**src/rtl/pipe_stage_skid_pkg.sv**
```systemverilog
// Shared definitions for the pipelined stage register:
// payload field layout, state encoding and the default bubble word.
package pipe_stage_skid_pkg;

    typedef enum logic [1:0] {
        EMPTY = 2'd0,
        ONE   = 2'd1,
        TWO   = 2'd2
    } state_t;

    localparam int STAGE_W   = 128;
    localparam int FIELD_W   = 32;
    localparam int PC_LSB    = 96;
    localparam int INSTR_LSB = 64;
    localparam int RT_LSB    = 32;
    localparam int C_LSB     = 0;

    localparam logic [STAGE_W-1:0] NOP_WORD = '0;

    // Builds a payload word, MSB first: PC, Instr, rt data, C.
    function automatic logic [STAGE_W-1:0] pack_stage(
        input logic [FIELD_W-1:0] pc,
        input logic [FIELD_W-1:0] instr,
        input logic [FIELD_W-1:0] rt,
        input logic [FIELD_W-1:0] c
    );
        logic [STAGE_W-1:0] w;
        w = NOP_WORD;
        w[PC_LSB    +: FIELD_W] = pc;
        w[INSTR_LSB +: FIELD_W] = instr;
        w[RT_LSB    +: FIELD_W] = rt;
        w[C_LSB     +: FIELD_W] = c;
        return w;
    endfunction

endpackage

```
**src/rtl/pipe_stage_skid_sat_counter.sv**
```systemverilog
// Saturating up-counter with synchronous clear.
// Holds at all-ones instead of wrapping.
module sat_counter #(
    parameter int CNT_W = 16
) (
    input  logic             clk,
    input  logic             clear,
    input  logic             inc,
    output logic [CNT_W-1:0] count
);

    always_ff @(posedge clk) begin
        if (clear) begin
            count <= '0;
        end else if (inc && (count != {CNT_W{1'b1}})) begin
            count <= count + CNT_W'(1);
        end
    end

endmodule

```
**src/rtl/pipe_stage_skid.sv**
```systemverilog
// Valid/ready pipeline stage register with an optional two-entry skid,
// NOP bubbles on empty output and a saturating stall counter.
module pipe_stage_skid
    import pipe_stage_skid_pkg::*;
#(
    parameter int                DATA_W    = STAGE_W,
    parameter logic [DATA_W-1:0] NOP_VALUE = {DATA_W{1'b0}},
    parameter int                SKID      = 1,
    parameter int                CNT_W     = 16
) (
    input  logic              clk,
    input  logic              reset,
    input  logic              flush,
    input  logic              in_valid,
    output logic              in_ready,
    input  logic [DATA_W-1:0] in_data,
    output logic              out_valid,
    input  logic              out_ready,
    output logic [DATA_W-1:0] out_data,
    output logic [1:0]        occupancy,
    output logic [CNT_W-1:0]  stall_cnt
);

    state_t            state;
    state_t            state_nxt;
    logic [DATA_W-1:0] main_q;
    logic [DATA_W-1:0] skid_q;
    logic [DATA_W-1:0] main_nxt;
    logic [DATA_W-1:0] skid_nxt;
    logic              clear;

    assign clear = reset | flush;

    always_ff @(posedge clk) begin
        if (clear) begin
            state <= EMPTY;
        end else begin
            state <= state_nxt;
        end
    end

    // In single-register mode a refused word with a new offer just holds,
    // since in_ready is low; only the skid variant can grow to TWO.
    always_comb begin
        state_nxt = state;
        case (state)
            EMPTY: begin
                if (in_valid) begin
                    state_nxt = ONE;
                end
            end
            ONE: begin
                if (in_valid && !out_ready) begin
                    state_nxt = (SKID != 0) ? TWO : ONE;
                end else if (!in_valid && out_ready) begin
                    state_nxt = EMPTY;
                end
            end
            TWO: begin
                if (out_ready) begin
                    state_nxt = ONE;
                end
            end
            default: state_nxt = EMPTY;
        endcase
    end

    always_comb begin
        out_valid = (state != EMPTY);
        occupancy = state;
        out_data  = out_valid ? main_q : NOP_VALUE;
        if (SKID != 0) begin
            in_ready = (state != TWO);
        end else begin
            in_ready = out_ready | ~out_valid;
        end
    end

    always_comb begin
        main_nxt = main_q;
        skid_nxt = skid_q;
        case (state)
            EMPTY: begin
                if (in_valid) begin
                    main_nxt = in_data;
                end
            end
            ONE: begin
                if (in_valid && out_ready) begin
                    main_nxt = in_data;
                end else if (in_valid && (SKID != 0)) begin
                    skid_nxt = in_data;
                end else if (!in_valid && out_ready) begin
                    main_nxt = NOP_VALUE;
                end
            end
            TWO: begin
                if (out_ready) begin
                    main_nxt = skid_q;
                    skid_nxt = NOP_VALUE;
                end
            end
            default: begin
                main_nxt = NOP_VALUE;
                skid_nxt = NOP_VALUE;
            end
        endcase
    end

    always_ff @(posedge clk) begin
        if (clear) begin
            main_q <= NOP_VALUE;
            skid_q <= NOP_VALUE;
        end else begin
            main_q <= main_nxt;
            skid_q <= skid_nxt;
        end
    end

    sat_counter #(
        .CNT_W (CNT_W)
    ) u_stall_cnt (
        .clk   (clk),
        .clear (reset),
        .inc   (out_valid & ~out_ready),
        .count (stall_cnt)
    );

endmodule

```
**config.mk**
```make
export PLATFORM = sky130hd
export DESIGN_NAME = pipe_stage_skid
export DESIGN_NICKNAME = d
export VERILOG_FILES = /design/src/rtl/pipe_stage_skid_pkg.sv /design/src/rtl/pipe_stage_skid_sat_counter.sv /design/src/rtl/pipe_stage_skid.sv
export SDC_FILE = /design/constraint.sdc
export NUM_CORES = 1
export LEC_CHECK = 0
export ABC_AREA = 1
export CORE_AREA = 4 4 239 241
export DETAILED_ROUTE_END_ITERATION = 8
export DIE_AREA = 0 0 243 245
export GPL_ROUTABILITY_DRIVEN = 0
export SYNTH_ARGS = -nofsm -noshare
export SYNTH_HDL_FRONTEND = slang
export SYNTH_SLANG_ARGS = --single-unit
```
**constraint.sdc**
```tcl
create_clock -name clk -period 2.29 [get_ports clk]
set_input_delay 0.687 -clock clk [delete_from_list [all_inputs] [get_ports clk]]
set_output_delay 0.687 -clock clk [all_outputs]
set_load 0.005 [all_outputs]
```
==> results of run 1 <==
## layer usage
layer	routed length, µm	share of wire	up-vias
li1	-	-	7308
met1	22600	0.46	6572
met2	21800	0.45	447
met3	3820	0.078	65
met4	766	0.016	6
met5	35	0.00071	-
## area by class of cell
type	count	area share
diodes	1	0.000129
clock buffers	51	0.0528
clock inverters	11	0.00573
inverters	412	0.0800
multi-input cells	1289	0.316
flip-flops and latches	274	0.282
well taps	704	0.0453
repair buffers	414	0.217
## through the flow
stage / hold WS [ns] / TNS [ns] / instance area [µm²]
after floorplan: 0.439 / 0 / 13700
after detailed placement: 0.453 / -66.46 / 17700
after global placement: 0.448 / -64.13 / 17700
final: 0.459 / -12.10 / 19400
after global routing: 0.473 / -20.99 / 19400
after CTS: 0.462 / -31.36 / 18900
## cell families after synthesis
group	count (synthesis)	synth area share
flops	274	0.401
fa+ha+maj	4	0.00366
buf+inv	583	0.166
compound gates	401	0.147
simple gates	884	0.281
## where the power goes
part / internal [mW] / leakage (nW) / switching (mW) / total, mW
logic: 0.775 / 5.60 / 0.899 / 1.67
registers: 4.89 / 2.22 / 0.0562 / 4.94
clock network: 3.25 / 0.559 / 2.21 / 5.46
total: 8.91 / 8.38 / 3.17 / 12.1
## path summary, 6_finish.rpt
path                             start                                  to  slack, ns  depth (start not counted)
min            main_q[66]$_SDFFE_PP0P_             main_q[66]$_SDFFE_PP0P_       0.46                          2
max          occupancy[1]$_SDFFE_PP0P_                        out_data[92]      -0.23                          7
min reg2reg    main_q[66]$_SDFFE_PP0P_             main_q[66]$_SDFFE_PP0P_       0.46                          2
max reg2reg  occupancy[1]$_SDFFE_PP0P_  u_stall_cnt.count[10]$_SDFFE_PP0P_       0.31                         13
## what timing repair did
| item | CTS | global route |
|---|---|---|
| gates resized for setup | 137 | 310 |
| setup buffers | 4 | 43 |
| pin swaps | 1 | 1 |
| setup endpoints to repair | 132 | 133 |
| gates cloned | 1 | 12 |
| hold buffers | 0 | 0 |
## cell usage after synthesis, types with 2 or more instances
master / number
buf_4: 4
clkbuf_1: 94
buf_1: 15
nand2_1: 301
o21ai_0: 128
nor2_1: 170
nor3_1: 128
nand4_1: 3
inv_2: 2
inv_1: 410
buf_2: 58
nand3_1: 279
a21oi_1: 269
ha_1: 4
dfxtp_1: 274
## worst max-delay path, cell delays in order (launching register included)
cell and delay (ns):
dfxtp_2 0.33, nor2_4 0.18, buf_12 0.19, clkbuf_16 0.17
buf_8 0.12, buf_8 0.14, nor2_1 0.05, buf_2 0.12
## state kept, by name, summed over array words and instances, names as in the netlist
signal             cells
main_q               128
skid_q               128
u_stall_cnt.count     16
occupancy              2
==> flow_summary.toml, run 1 <==
[run_status]
outcome = "finished, violations left"
failed_checks = "negative setup slack"

[cells_and_area]
layout.cells.non_filler = 3156
final_layout_size_suffix_gt1_frac = 0.146
final_common_cell = "inv_1"
utilization = 0.354
fin_nets = 2563
ff_latch_area_mm2 = 0.00549
final_cell_mix = "inv_1 (409), nand2_1 (297), nand3_1 (279)"
n_fill_cell = 5904
synthToLayoutAreaGrowth_pct = 42.2
multi_input_area_mm2 = 0.00615

[floorplanning]
die_w_um = 243
boundaryPins = 281
die_h_um = 245
core_area_mm2 = 0.0549
die_area_mm2 = 0.0595
rows = 86
start_util = 0.249

[detailed_routing]
drc = 0
post_drt_wl_per_cell_um = 15.5
dr.pass1.iters = 7
routed_wl_mm = 49.0
num_vias = 14398
ant_nets = 0
viasPerCell = 4.56
drtIter0Drc = 880

[sta]
worst_slack_ns = -0.234
slew_headroom = 0.476
final.min_clock_period_ns = 2.52
tightest_slew_ns = 0.786
hold_viol = 0
post-route-period-util = 1.10
grt_setup_unrepaired = "yes"
finalSetupViolCount = 96
clock_skew_ns = 0.0188
timing.fmax_mhz = 396
drv_slew = 0

[cts]
cts_tree = "yes"
cts.htree.levels = 2
clockBufferDepth = 3
cts_num_sinks = 274
clk_pin_slew_ns = 0.06
clockRootBuffer = "clkbuf_16"
clkLatencyLatePin_ns = 0.53
cts_made_buffers = 35

[global_route]
grt_remaining_overflow = 0
grt_pass1_wl_mm = 74.1
gr-usage-met2 = 0.240
grt_max_degree = 129
gr-max-usage-layer = "met2"
antenna_found_initial = 4
grt_pass1_vias = 13193
use_met3 = 0.0403
use_met1 = 0.209
grt_usage = 0.151

[synth]
synth.avg_cell_area_um2 = 6.37
yosysWarningCount = 0
synth-main-ff-cell = "dfxtp_1"
synthesis.area_mm2 = 0.0137
ys_seq_area_frac = 0.401
netlist_instances = 2146
yosysTopAreaCell = "dfxtp_1"
ys_seq_elements = 274
synth-async-reset-ratio = 0
synth-edff-count = 0
synth_area_leaders = "dfxtp_1 (40%), inv_1 (11%), nand3_1 (10%)"
synth.top_cell.area_share = 0.401
syn_nets = 2283
synth_cell_types = 22

[hold_path]
hold_path.class = "flip-flop to flip-flop"

[critical_path]
cp.required_ns = 1.60
end_kind = "output port"
worstPathMaxFanout = 8
start_kind = "flip-flop"
arrival_ns = 1.84
crit_type = "flip-flop to output port"

[power]
vdd_drop_max_mv = 0.366
p_per_area_mw_per_mm2 = 621
p_leak_nw = 8.38
fin_total_pwr_mw = 12.1

[placed_design]
io_buffers = 280
dp_cells = 3035
pre_cts_ws_ns = -0.336
post-dp-hpwl_mm = 30.4

[run]
drv_cap = 0
(Power assumes the default switching activity.)
==> run 2, diff against run 1 <==
--- a/config.mk
+++ b/config.mk
@@ -6,10 +6,11 @@
 export NUM_CORES = 1
 export LEC_CHECK = 0
 export ABC_AREA = 1
-export CORE_AREA = 4 4 239 241
+export CORE_AREA = 4 4 171 173
 export DETAILED_ROUTE_END_ITERATION = 8
-export DIE_AREA = 0 0 243 245
+export DIE_AREA = 0 0 175 177
 export GPL_ROUTABILITY_DRIVEN = 0
+export PLACE_DENSITY = 0.77
 export SYNTH_ARGS = -nofsm -noshare
 export SYNTH_HDL_FRONTEND = slang
 export SYNTH_SLANG_ARGS = --single-unit
==> run 2 against run 1 <==
Compared with the run above:
- the run still ends with negative setup slack left
- via count up 3.0%
- non-clock buffer count is 49 lower
- sequential cell count stayed put
- die area is 48% lower
- design area shrank 5.3%
- utilization is 31 points higher
- routed wire length down 11%
- sequential power hardly changed
- critical path type unchanged
- critical endpoint is now out_data[23]
- largest cell class unchanged
- highest routed layer unchanged
==> flow_summary.toml, run 2 (same netlist as run 1, synthesis figures left out) <==
[detailed_routing]
routed_wl_mm = 43.5
drc = 0
num_vias = 14826
post_drt_wl_per_cell_um = 15.7
ant_nets = 0
viasPerCell = 5.35
dr.pass1.iters = 7
drtIter0Drc = 1587

[placed_design]
io_buffers = 280
dp_cells = 2701
post-dp-hpwl_mm = 26.5

[floorplanning]
core_area_mm2 = 0.0276
die_h_um = 177
start_util = 0.495
rows = 61
die_area_mm2 = 0.0310
boundaryPins = 281
die_w_um = 175

[cts]
cts_num_sinks = 274
clk_pin_slew_ns = 0.06
clockRootBuffer = "clkbuf_16"
clkLatencyLatePin_ns = 0.54
clockBufferDepth = 3
cts_tree = "yes"
cts.htree.levels = 1
ctsHoldBuffers = 0
cts_made_buffers = 29

[power]
power_frac_clock = 0.436
swShare = 0.249
p_seq_frac = 0.434
power_frac_comb = 0.130
p_leak_nw = 8.53
p_switching_mw = 2.84
internal-power_mw = 8.56
vdd_drop_max_mv = 0.419
p_per_area_mw_per_mm2 = 619

[hold_path]
hold_path.class = "flip-flop to flip-flop"

[sta]
drv_slew = 0
final.min_clock_period_ns = 2.52
worst_slack_ns = -0.233
tns_ns = -5.75
finalSetupViolCount = 78
tightest_slew_ns = 0.889
hold_viol = 0
grt_setup_unrepaired = "yes"
timing.fmax_mhz = 396
post-route-period-util = 1.10
slew_headroom = 0.407
clock_skew_ns = 0.00973

[critical_path]
arrival_ns = 1.84
reg2reg_slack_ns = 0.30
cp.required_ns = 1.60
start_kind = "flip-flop"
crit_type = "flip-flop to output port"
worstPathMaxFanout = 11
end_kind = "output port"

[cells_and_area]
final_cell_mix = "inv_1 (409), nand2_1 (297), nand3_1 (279)"
fin_nets = 2508
reg_top3 = "main_q: 128 flops, skid_q: 128 flops, u_stall_cnt.count: 16 flops"
final_layout_size_suffix_gt1_frac = 0.0899
final_common_cell = "inv_1"
layout.cells.non_filler = 2772
synthToLayoutAreaGrowth_pct = 34.7

[run_status]
outcome = "finished, violations left"
failed_checks = "negative setup slack"

[global_route]
grt_pass1_vias = 14005
grt_pass1_wl_mm = 68.3
antenna_found_initial = 3
grt_usage = 0.258
grt_max_degree = 129
grt_remaining_overflow = 0

[run]
drv_cap = 0
run 2: power groups by stage:
stage	sequential (mW)	clock (mW)	combinational [mW]
CTS	4.94	5.02	1.42
floorplan	5.03	0	0.774
global placement	5.04	0	1.38
finish	4.94	4.97	1.48
detailed placement	5.04	0	1.40
global route	4.95	5.24	1.63
run 2: stage by stage:
stage | setup slack [ns] | power (mW) | cell area [µm²] | utilization | hold WS, ns
4_1_cts | -0.311 | 11.4 | 18200 | 0.657 | 0.460
3_3_place_gp | -0.236 | 6.42 | 17100 | 0.620 | 0.448
6_report | -0.233 | 11.4 | 18400 | 0.667 | 0.459
5_1_grt | -0.292 | 11.8 | 18400 | 0.666 | 0.475
3_5_place_dp | -0.283 | 6.44 | 17100 | 0.620 | 0.452
2_1_floorplan | 0.415 | 5.80 | 13700 | - | 0.439
run 2: final timing paths:
kind	startpoint	end	cells after the start
max reg2reg	occupancy[0]$_SDFFE_PP0P_	main_q[53]$_SDFFE_PP0P_	10
max	occupancy[0]$_SDFFE_PP0P_	out_data[23]	4
min reg2reg	main_q[88]$_SDFFE_PP0P_	main_q[88]$_SDFFE_PP0P_	2
min	main_q[88]$_SDFFE_PP0P_	main_q[88]$_SDFFE_PP0P_	2
run 2: timing repair:
action / CTS / global route
endpoints found under the setup margin: 132 / 128
pin swaps: 0 / 1
setup buffers: 3 / 10
resized for setup: 124 / 144
gates cloned: 0 / 4
run 2: final cells by class:
| class | count | area (µm²) |
|---|---|---|
| Clock inverter | 12 | 166 |
| Timing Repair Buffer | 365 | 3850 |
| Tap cell | 378 | 473 |
| Sequential cell | 274 | 5490 |
| Antenna cell | 2 | 5.00 |
| Inverter | 412 | 1560 |
| Clock buffer | 40 | 847 |
| Fill cell | 2448 | 9210 |
| Multi-Input combinational cell | 1289 | 6030 |
run 2: critical path: stages, from the launching register on:
cell             delay (ns)
dfxtp_2                0.35
nor2_4                 0.06
buf_12                 0.14
nor2_1                 0.21
clkdlybuf4s50_1        0.55
run 2: layer usage:
metal  vias to the layer above  track usage  wire, µm
met3                        79       0.0485      4020
met1                      6857        0.335     17900
li1                       7187            -         -
met5                         -            0        28
met2                       699        0.442     20700
met4                         4       0.0750       959
==> run 3, diff against run 2 <==
--- a/config.mk
+++ b/config.mk
@@ -6,11 +6,10 @@
 export NUM_CORES = 1
 export LEC_CHECK = 0
 export ABC_AREA = 1
-export CORE_AREA = 4 4 171 173
+export CORE_AREA = 4 4 219 221
 export DETAILED_ROUTE_END_ITERATION = 8
-export DIE_AREA = 0 0 175 177
+export DIE_AREA = 0 0 223 225
 export GPL_ROUTABILITY_DRIVEN = 0
-export PLACE_DENSITY = 0.77
 export SYNTH_ARGS = -nofsm -noshare
 export SYNTH_HDL_FRONTEND = slang
 export SYNTH_SLANG_ARGS = --single-unit
==> run 3 against run 2 <==
Compared with the run above:
- the flow still finishes with violations (negative setup slack)
- sequential share of layout area is 1.3 points lower
- maximum frequency is 3.5% higher
- via count is 0.45% higher
- critical path depth is 3 higher
- sequential cell count stayed put
- clock power is 4.8% higher
- routed wire length is 12% higher
- die area is 62% higher
- largest cell class unchanged
- largest power group unchanged
- highest routed layer unchanged
==> flow_summary.toml, run 3 (same netlist as run 1, synthesis figures left out) <==
[power]
internal-power_mw = 8.74
p_seq_frac = 0.418
p_per_area_mw_per_mm2 = 614
fin_total_pwr_mw = 11.8
vdd_drop_max_mv = 0.362
p_leak_nw = 8.16
swShare = 0.262
power_frac_clock = 0.440
p_switching_mw = 3.10
power_frac_comb = 0.142

[run]
drv_cap = 0

[cts]
clk_pin_slew_ns = 0.06
cts_made_buffers = 34
cts_tree = "yes"
cts.htree.levels = 2
cts_num_sinks = 274
clockRootBuffer = "clkbuf_16"
clkLatencyLatePin_ns = 0.53
clockBufferDepth = 3
ctsHoldBuffers = 0

[placed_design]
post-dp-hpwl_mm = 30.8
pre_cts_ws_ns = -0.328
dp_cells = 2961
io_buffers = 280
place_area_mm2 = 0.0176

[global_route]
grt_usage = 0.182
grt_pass1_wl_mm = 75.7
grt_pass1_vias = 14212
grt_remaining_overflow = 0
antenna_found_initial = 5
grt_max_degree = 129

[floorplanning]
rows = 79
die_area_mm2 = 0.0502
die_h_um = 225
core_area_mm2 = 0.0462
start_util = 0.296
die_w_um = 223
boundaryPins = 281

[critical_path]
start_kind = "flip-flop"
worstPathMaxFanout = 8
arrival_ns = 1.75
crit_type = "flip-flop to output port"
cp.required_ns = 1.60
end_kind = "output port"

[sta]
holdWs_ns = 0.459
grt_setup_unrepaired = "yes"
tightest_slew_ns = 0.679
final.min_clock_period_ns = 2.44
post-route-period-util = 1.06
slew_headroom = 0.547
worst_slack_ns = -0.148
clock_skew_ns = 0.0126
tns_ns = -6.45
drv_slew = 0
finalSetupViolCount = 93
timing.fmax_mhz = 410
hold_viol = 0

[cells_and_area]
reg_top3 = "main_q: 128 flops, skid_q: 128 flops, u_stall_cnt.count: 16 flops"
n_fill_cell = 4678
final_common_cell = "inv_1"
utilization = 0.417
final_cell_mix = "inv_1 (409), nand2_1 (297), nand3_1 (279)"
fin_area_mm2 = 0.0193
synthToLayoutAreaGrowth_pct = 40.9
final_layout_size_suffix_gt1_frac = 0.161
multi_input_area_mm2 = 0.00624
fin_nets = 2580
ff_latch_area_mm2 = 0.00549
layout.cells.non_filler = 3076

[detailed_routing]
num_vias = 14892
post_drt_wl_per_cell_um = 15.8
drtIter0Drc = 1177
dr.pass1.iters = 5
ant_nets = 0
routed_wl_mm = 48.6
viasPerCell = 4.84
drc = 0

[run_status]
failed_checks = "negative setup slack"
outcome = "finished, violations left"

[hold_path]
hold_path.class = "flip-flop to flip-flop"
[run 3: path summary, 6_finish.rpt]
kind                             startpoint                 endpoint  slack, ns  cells past startpoint
setup / recovery  occupancy[0]$_SDFFE_PP0P_             out_data[79]      -0.15                      7
hold / removal      main_q[70]$_SDFFE_PP0P_  main_q[70]$_SDFFE_PP0P_       0.46                      2
setup reg to reg  occupancy[0]$_SDFFE_PP0P_  main_q[36]$_SDFFE_PP0P_       0.18                     10
hold reg to reg     main_q[70]$_SDFFE_PP0P_  main_q[70]$_SDFFE_PP0P_       0.46                      2
[run 3: final cells by class]
class / count / area share
timing repair buffer: 432 / 0.215
inverter: 412 / 0.0807
multi-input combinational: 1289 / 0.324
clock inverter: 6 / 0.00195
antenna: 2 / 0.000260
tap: 607 / 0.0394
clock buffer: 54 / 0.0533
sequential: 274 / 0.285
[run 3: power by group through the flow]
stage	Sequential, mW	Combinational [mW]	Clock, mW
after floorplan	5.03	0.774	0
after global placement	5.04	1.46	0
after detailed placement	5.04	1.47	0
after CTS	4.94	1.57	5.34
after global routing	4.95	1.86	5.52
final	4.94	1.68	5.21
[run 3: worst max-delay path, cell delays in order (launching register included)]
cell     delay [ns]
dfxtp_4        0.35
nor2_4         0.13
buf_12         0.15
buf_16         0.16
buf_12         0.12
buf_16         0.12
nor2_1         0.05
buf_2          0.12
[run 3: timing repair]
action | in CTS | in global routing
setup endpoints to repair | 132 | 123
resized for setup | 316 | 244
pin swaps | 5 | 3
cloned | 5 | 8
setup buffers | 13 | 29
[run 3: per-layer routing]
layer,wire length (µm),GRT usage,vias up
met1,21900,0.239,6979
met2,22300,0.299,492
met3,3460,0.0429,71
met4,967,0.0583,8
li1,-,-,7342
met5,60,0,-
